**src/rtl/signed_stream_extrema_pkg.sv**
```systemverilog
// Shared types and defaults for the signed stream extrema block.
package signed_stream_extrema_pkg;

    // Frame FSM: accumulate samples, then hold the result until it is taken.
    typedef enum logic {
        ACC  = 1'b0,
        HOLD = 1'b1
    } state_e;

    localparam int DEF_W  = 4;
    localparam int DEF_CW = 8;

endpackage

```
**src/rtl/signed_stream_extrema_gt_cmp.sv**
```systemverilog
// Combinational signed a > b for W-bit two's-complement operands.
// The sign bits are compared first. When the signs match, the lower bits
// are compared as unsigned magnitudes, which orders both halves correctly.
module signed_gt_cmp #(
    parameter int W = 4
) (
    input  logic [W-1:0] a_i,
    input  logic [W-1:0] b_i,
    output logic         gt_o
);

    // If the signs differ, a is larger exactly when a is non-negative.
    always_comb begin
        if (a_i[W-1] != b_i[W-1]) gt_o = ~a_i[W-1];
        else                      gt_o = (a_i[W-2:0] > b_i[W-2:0]);
    end

endmodule

```
**src/rtl/signed_stream_extrema.sv**
```systemverilog
// Per-frame signed max/min/argmax/count over a valid/ready sample stream.
// The result for each frame is registered and is held until it is taken.
// Optional macro SIGNED_STREAM_EXTREMA_MIN_EN enables minimum tracking.
// When the macro is not defined, out_min is tied to 0.
module signed_stream_extrema
    import signed_stream_extrema_pkg::*;
#(
    parameter int W  = DEF_W,
    parameter int CW = DEF_CW
) (
    input  logic          clk,
    input  logic          reset_n,
    input  logic          in_valid,
    output logic          in_ready,
    input  logic [W-1:0]  in_data,
    input  logic          in_last,
    output logic          out_valid,
    input  logic          out_ready,
    output logic [W-1:0]  out_max,
    output logic [W-1:0]  out_min,
    output logic [CW-1:0] out_max_idx,
    output logic [CW-1:0] out_count,
    output logic          out_ovf
);

    state_e        state_q, state_d;
    logic [W-1:0]  max_q, max_d;
    logic [CW-1:0] idx_q, idx_d;
    logic [CW-1:0] cnt_q, cnt_d;
    logic          ovf_q, ovf_d;
    logic          gt_max;
    logic          in_xfer, out_xfer, first, sat;

    assign in_xfer  = (state_q == ACC) && in_valid;
    assign out_xfer = (state_q == HOLD) && out_ready;
    assign first    = (cnt_q == '0);
    assign sat      = (cnt_q == '1);

    signed_gt_cmp #(.W(W)) u_gt_max (
        .a_i  (in_data),
        .b_i  (max_q),
        .gt_o (gt_max)
    );

    // Next state and next accumulator values for max, index, count and overflow.
    always_comb begin
        state_d = state_q;
        max_d   = max_q;
        idx_d   = idx_q;
        cnt_d   = cnt_q;
        ovf_d   = ovf_q;
        if (in_xfer) begin
            if (first) begin
                max_d = in_data;
                idx_d = '0;
                cnt_d = CW'(1);
            end else begin
                // A saturated count cannot name a position, so the index freezes.
                if (sat) ovf_d = 1'b1;
                else     cnt_d = cnt_q + CW'(1);
                if (gt_max) begin
                    max_d = in_data;
                    if (!sat) idx_d = cnt_q;
                end
            end
            if (in_last) state_d = HOLD;
        end else if (out_xfer) begin
            state_d = ACC;
            max_d   = '0;
            idx_d   = '0;
            cnt_d   = '0;
            ovf_d   = 1'b0;
        end
    end

    // State and accumulator registers. A reset discards any partial frame.
    always_ff @(posedge clk) begin
        if (!reset_n) begin
            state_q <= ACC;
            max_q   <= '0;
            idx_q   <= '0;
            cnt_q   <= '0;
            ovf_q   <= 1'b0;
        end else begin
            state_q <= state_d;
            max_q   <= max_d;
            idx_q   <= idx_d;
            cnt_q   <= cnt_d;
            ovf_q   <= ovf_d;
        end
    end

`ifdef SIGNED_STREAM_EXTREMA_MIN_EN
    logic [W-1:0] min_q, min_d;
    logic         lt_min;

    // min > data is the same comparison as for max, with the operands swapped.
    signed_gt_cmp #(.W(W)) u_gt_min (
        .a_i  (min_q),
        .b_i  (in_data),
        .gt_o (lt_min)
    );

    // Next minimum. It follows the same frame start and release rules as max.
    always_comb begin
        min_d = min_q;
        if (in_xfer) begin
            if (first || lt_min) min_d = in_data;
        end else if (out_xfer) begin
            min_d = '0;
        end
    end

    // Minimum register.
    always_ff @(posedge clk) begin
        if (!reset_n) min_q <= '0;
        else          min_q <= min_d;
    end

    assign out_min = min_q;
`else
    assign out_min = '0;
`endif

    assign in_ready    = (state_q == ACC);
    assign out_valid   = (state_q == HOLD);
    assign out_max     = max_q;
    assign out_max_idx = idx_q;
    assign out_count   = cnt_q;
    assign out_ovf     = ovf_q;

endmodule

```
**config.mk**
```make
export PLATFORM = sky130hd
export DESIGN_NAME = signed_stream_extrema
export DESIGN_NICKNAME = d
export VERILOG_FILES = /design/src/rtl/signed_stream_extrema_pkg.sv /design/src/rtl/signed_stream_extrema_gt_cmp.sv /design/src/rtl/signed_stream_extrema.sv
export SDC_FILE = /design/constraint.sdc
export NUM_CORES = 1
export LEC_CHECK = 0
export CAP_MARGIN = 25
export CORE_MARGIN = 5
export CORE_UTILIZATION = 45
export DETAILED_ROUTE_END_ITERATION = 6
export PLACE_DENSITY = 0.83
export SKIP_LAST_GASP = 1
export SYNTH_ARGS = -nofsm -noshare
export SYNTH_HDL_FRONTEND = slang
export SYNTH_HIERARCHICAL = 1
export SYNTH_SLANG_ARGS = --single-unit
```
**constraint.sdc**
```tcl
create_clock -name clk -period 2.7 [get_ports clk]
set_input_delay 0.54 -clock clk [delete_from_list [all_inputs] [get_ports clk]]
set_output_delay 0.54 -clock clk [all_outputs]
set_load 0.05 [all_outputs]
```
==> reports/qor.yml <==
sta:
  clock_skew_ns: 0.00497
  fin_ws_ns: 0.346
  tightest_slew_ns: 0.503
  hold_ws_ns: 0.461
  slew_headroom: 0.664
  min_period_ns: 2.35
  setup_viol: 0
  timing.final.hold_violations: 0
  rsz0062_at_grt: "no"
  finalSetupTns_ns: 0
  max_freq_mhz: 425
  drv_slew: 0
  post-route-period-util: 0.872
critical_path:
  critical_path.slowest_cell: "clkdlybuf4s50_1"
  crit_chain: "clkdlybuf4s50_1 -> ha_1 -> a21oi_1 -> a32oi_1 -> maj3_2 -> a211oi_4 -> nor3_4 -> mux2i_1"
  path_class: "input pin to flip-flop"
  worst_setup_path_start_kind: "input pin"
  cp_max_fo: 8
  crit_path_end_kind: "flip-flop"
  worstPathRequired_ns: 2.90
  crit_arrival_ns: 2.56
  max_stage_delay_ns: 0.43
grt:
  grt_pass1_wl_mm: 5.22
  grt_overflow: 0
  grt_max_degree: 17
  grt_pass1_vias: 1182
  grt_usage: 0.160
  antenna_found_initial: 0
final_layout:
  design_area_mm2: 0.00158
  drive_above_1_share: 0.103
  finish.utilization: 0.588
  fill_cells: 264
  diodes: 0
  syn_to_final_growth_pct: 28.1
  stdcell_count: 206
  nets: 190
clock_tree:
  cts.sinks: 22
  post-cts-setup-buffers: 0
  cts_buffer_depth: 2
  numCtsBuffers: 3
  cts_resized: 0
  cts.root.buffer_cell: "clkbuf_4"
  h-tree-depth: 1
  insertion_delay_ns: 0.31
  clkTransAtPathRegs_ns: 0.12
  cts-hold-fix-buffers: 0
  cts_tree: "built"
placed_design:
  port_buffers: 31
  gp_congestion: 0.860
  placed_cell_area_mm2: 0.00154
  hpwlAfterDp_mm: 2.23
  post-place-ws_ns: 0.00246
  dp.cells: 202
synth:
  postSynthCellCount: 144
  ys.warnings.count: 6
  syn-cell-area_mm2: 0.00123
  avgSynthCellArea_um2: 8.56
  synth_cell_types: 45
  async_flop_share: 0
  yosys.area.top_type: "dfxtp_1"
  synth_seq_cells: 22
  yosys-top-cells-area: "dfxtp_1 36%, a21oi_1 6.1%, nand2_1 5.5%, ha_1 5.1%, o21ai_0 4.1%"
  seq_area_frac_synth: 0.357
  yosys_most_used_dff: "dfxtp_1"
  synth_edf_count: 0
  synth_top_area_frac: 0.357
die:
  die-area_mm2: 0.00389
  die_w_um: 62.3
  start_util: 0.459
  coreArea_mm2: 0.00269
  ios: 36
  die_h_um: 62.3
  rows: 19
run_status:
  status: "finished clean"
drt:
  first_iter_violations: 50
  drt_pass1_iterations: 4
  vias: 1177
  wl_per_cell_um: 15.0
  ant_nets: 0
  drc: 0
  drt_wl_total_mm: 3.09
  detail_route.vias_per_cell: 5.71
power:
  power.leakage_nw: 0.538
  p_total_uw: 671
  p_per_area_mw_per_mm2: 425
  vdd_drop_max_mv: 0.264
run:
  cap_viol_max_count: 0
min_path:
  hold_path.class: "flip-flop to flip-flop"
[metal layers]
layer | vias up | track usage | routed length [um]
met1 | 539 | 0.185 | 1270
li1 | 581 | - | -
met5 | - | 0 | 0
met4 | 0 | 0.0663 | 45
met3 | 7 | 0.0505 | 240
met2 | 50 | 0.269 | 1530
[path summary, 6_finish.rpt]
kind	slack [ns]	from	cells past startpoint	end
setup reg to reg	0.62	out_max[2]$_SDFFE_PN0P_	8	out_max_idx[0]$_SDFFE_PN0P_
setup / recovery	0.35	in_data[2]	8	out_max_idx[0]$_SDFFE_PN0P_
hold / removal	0.46	out_ovf$_SDFFE_PN0P_	2	out_ovf$_SDFFE_PN0P_
hold reg to reg	0.46	out_ovf$_SDFFE_PN0P_	2	out_ovf$_SDFFE_PN0P_
[synth_stat cells (2+ instances only)]
cell,number
inv_1,11
ha_1,5
o21ai_0,10
nand3_1,8
a21oi_1,15
nor3_1,4
nand4_1,3
nor2_1,2
nand2_1,18
o22ai_1,3
o32ai_1,3
mux2i_1,4
dfxtp_1,22
clkbuf_1,2
buf_4,4
[worst max-delay path, delay by kind of cell]
kind,cells,cell delay [ns]
adder cells (fa/ha/maj),2,0.71
AO/OA/AOI/OAI,3,0.60
buffers and inverters,1,0.43
multiplexers,1,0.14
AND/OR/NAND/NOR,1,0.13
[cell type report]
class                           count  area [um2]  share of cell area
Clock buffer                        4        36.3              0.0230
Inverter                           11        41.3              0.0261
Multi-Input combinational cell    104         689               0.437
Sequential cell                    22         440               0.279
Tap cell                           31        38.8              0.0246
Timing Repair Buffer               34         333               0.211
[state kept, by name, summed over array words and instances (netlist names)]
name and flops:
out_count 8, out_max 4, out_max_idx 8, out_ovf 1
out_valid 1
[report_power, final]
group	leakage [nW]	switching, mW	internal [mW]
combinational	0.339	0.0960	0.0550
clock	0.0210	0.0990	0.0825
sequential	0.178	0.00749	0.331
[layout by cell type, fill, tap and decap left out, types with 2 or more instances in the layout]
master	netlist	final
nor3_1	4	4
ha_1	5	5
clkbuf_4	0	3
nand2_1	18	18
buf_4	4	3
clkdlybuf4s50_1	0	31
inv_1	11	11
o32ai_1	3	3
nand4_1	3	3
dfxtp_1	22	22
conb_1	1	4
o21ai_0	10	10
nand3_1	8	8
mux2i_1	4	4
a21oi_1	15	15
o22ai_1	3	3
nor2_1	2	2
[logic make-up after synthesis]
| group | after synthesis | share of synthesized area |
|---|---|---|
| adder cells (fa/ha/maj) | 6 | 0.0599 |
| buffers and inverters | 21 | 0.0924 |
| other | 1 | 0.00304 |
| AO/OA/AOI/OAI | 44 | 0.237 |
| AND/OR/NAND/NOR | 46 | 0.218 |
| flip-flops | 22 | 0.357 |
| multiplexers | 4 | 0.0325 |
Note: power is estimated with default switching activity, not from simulation.
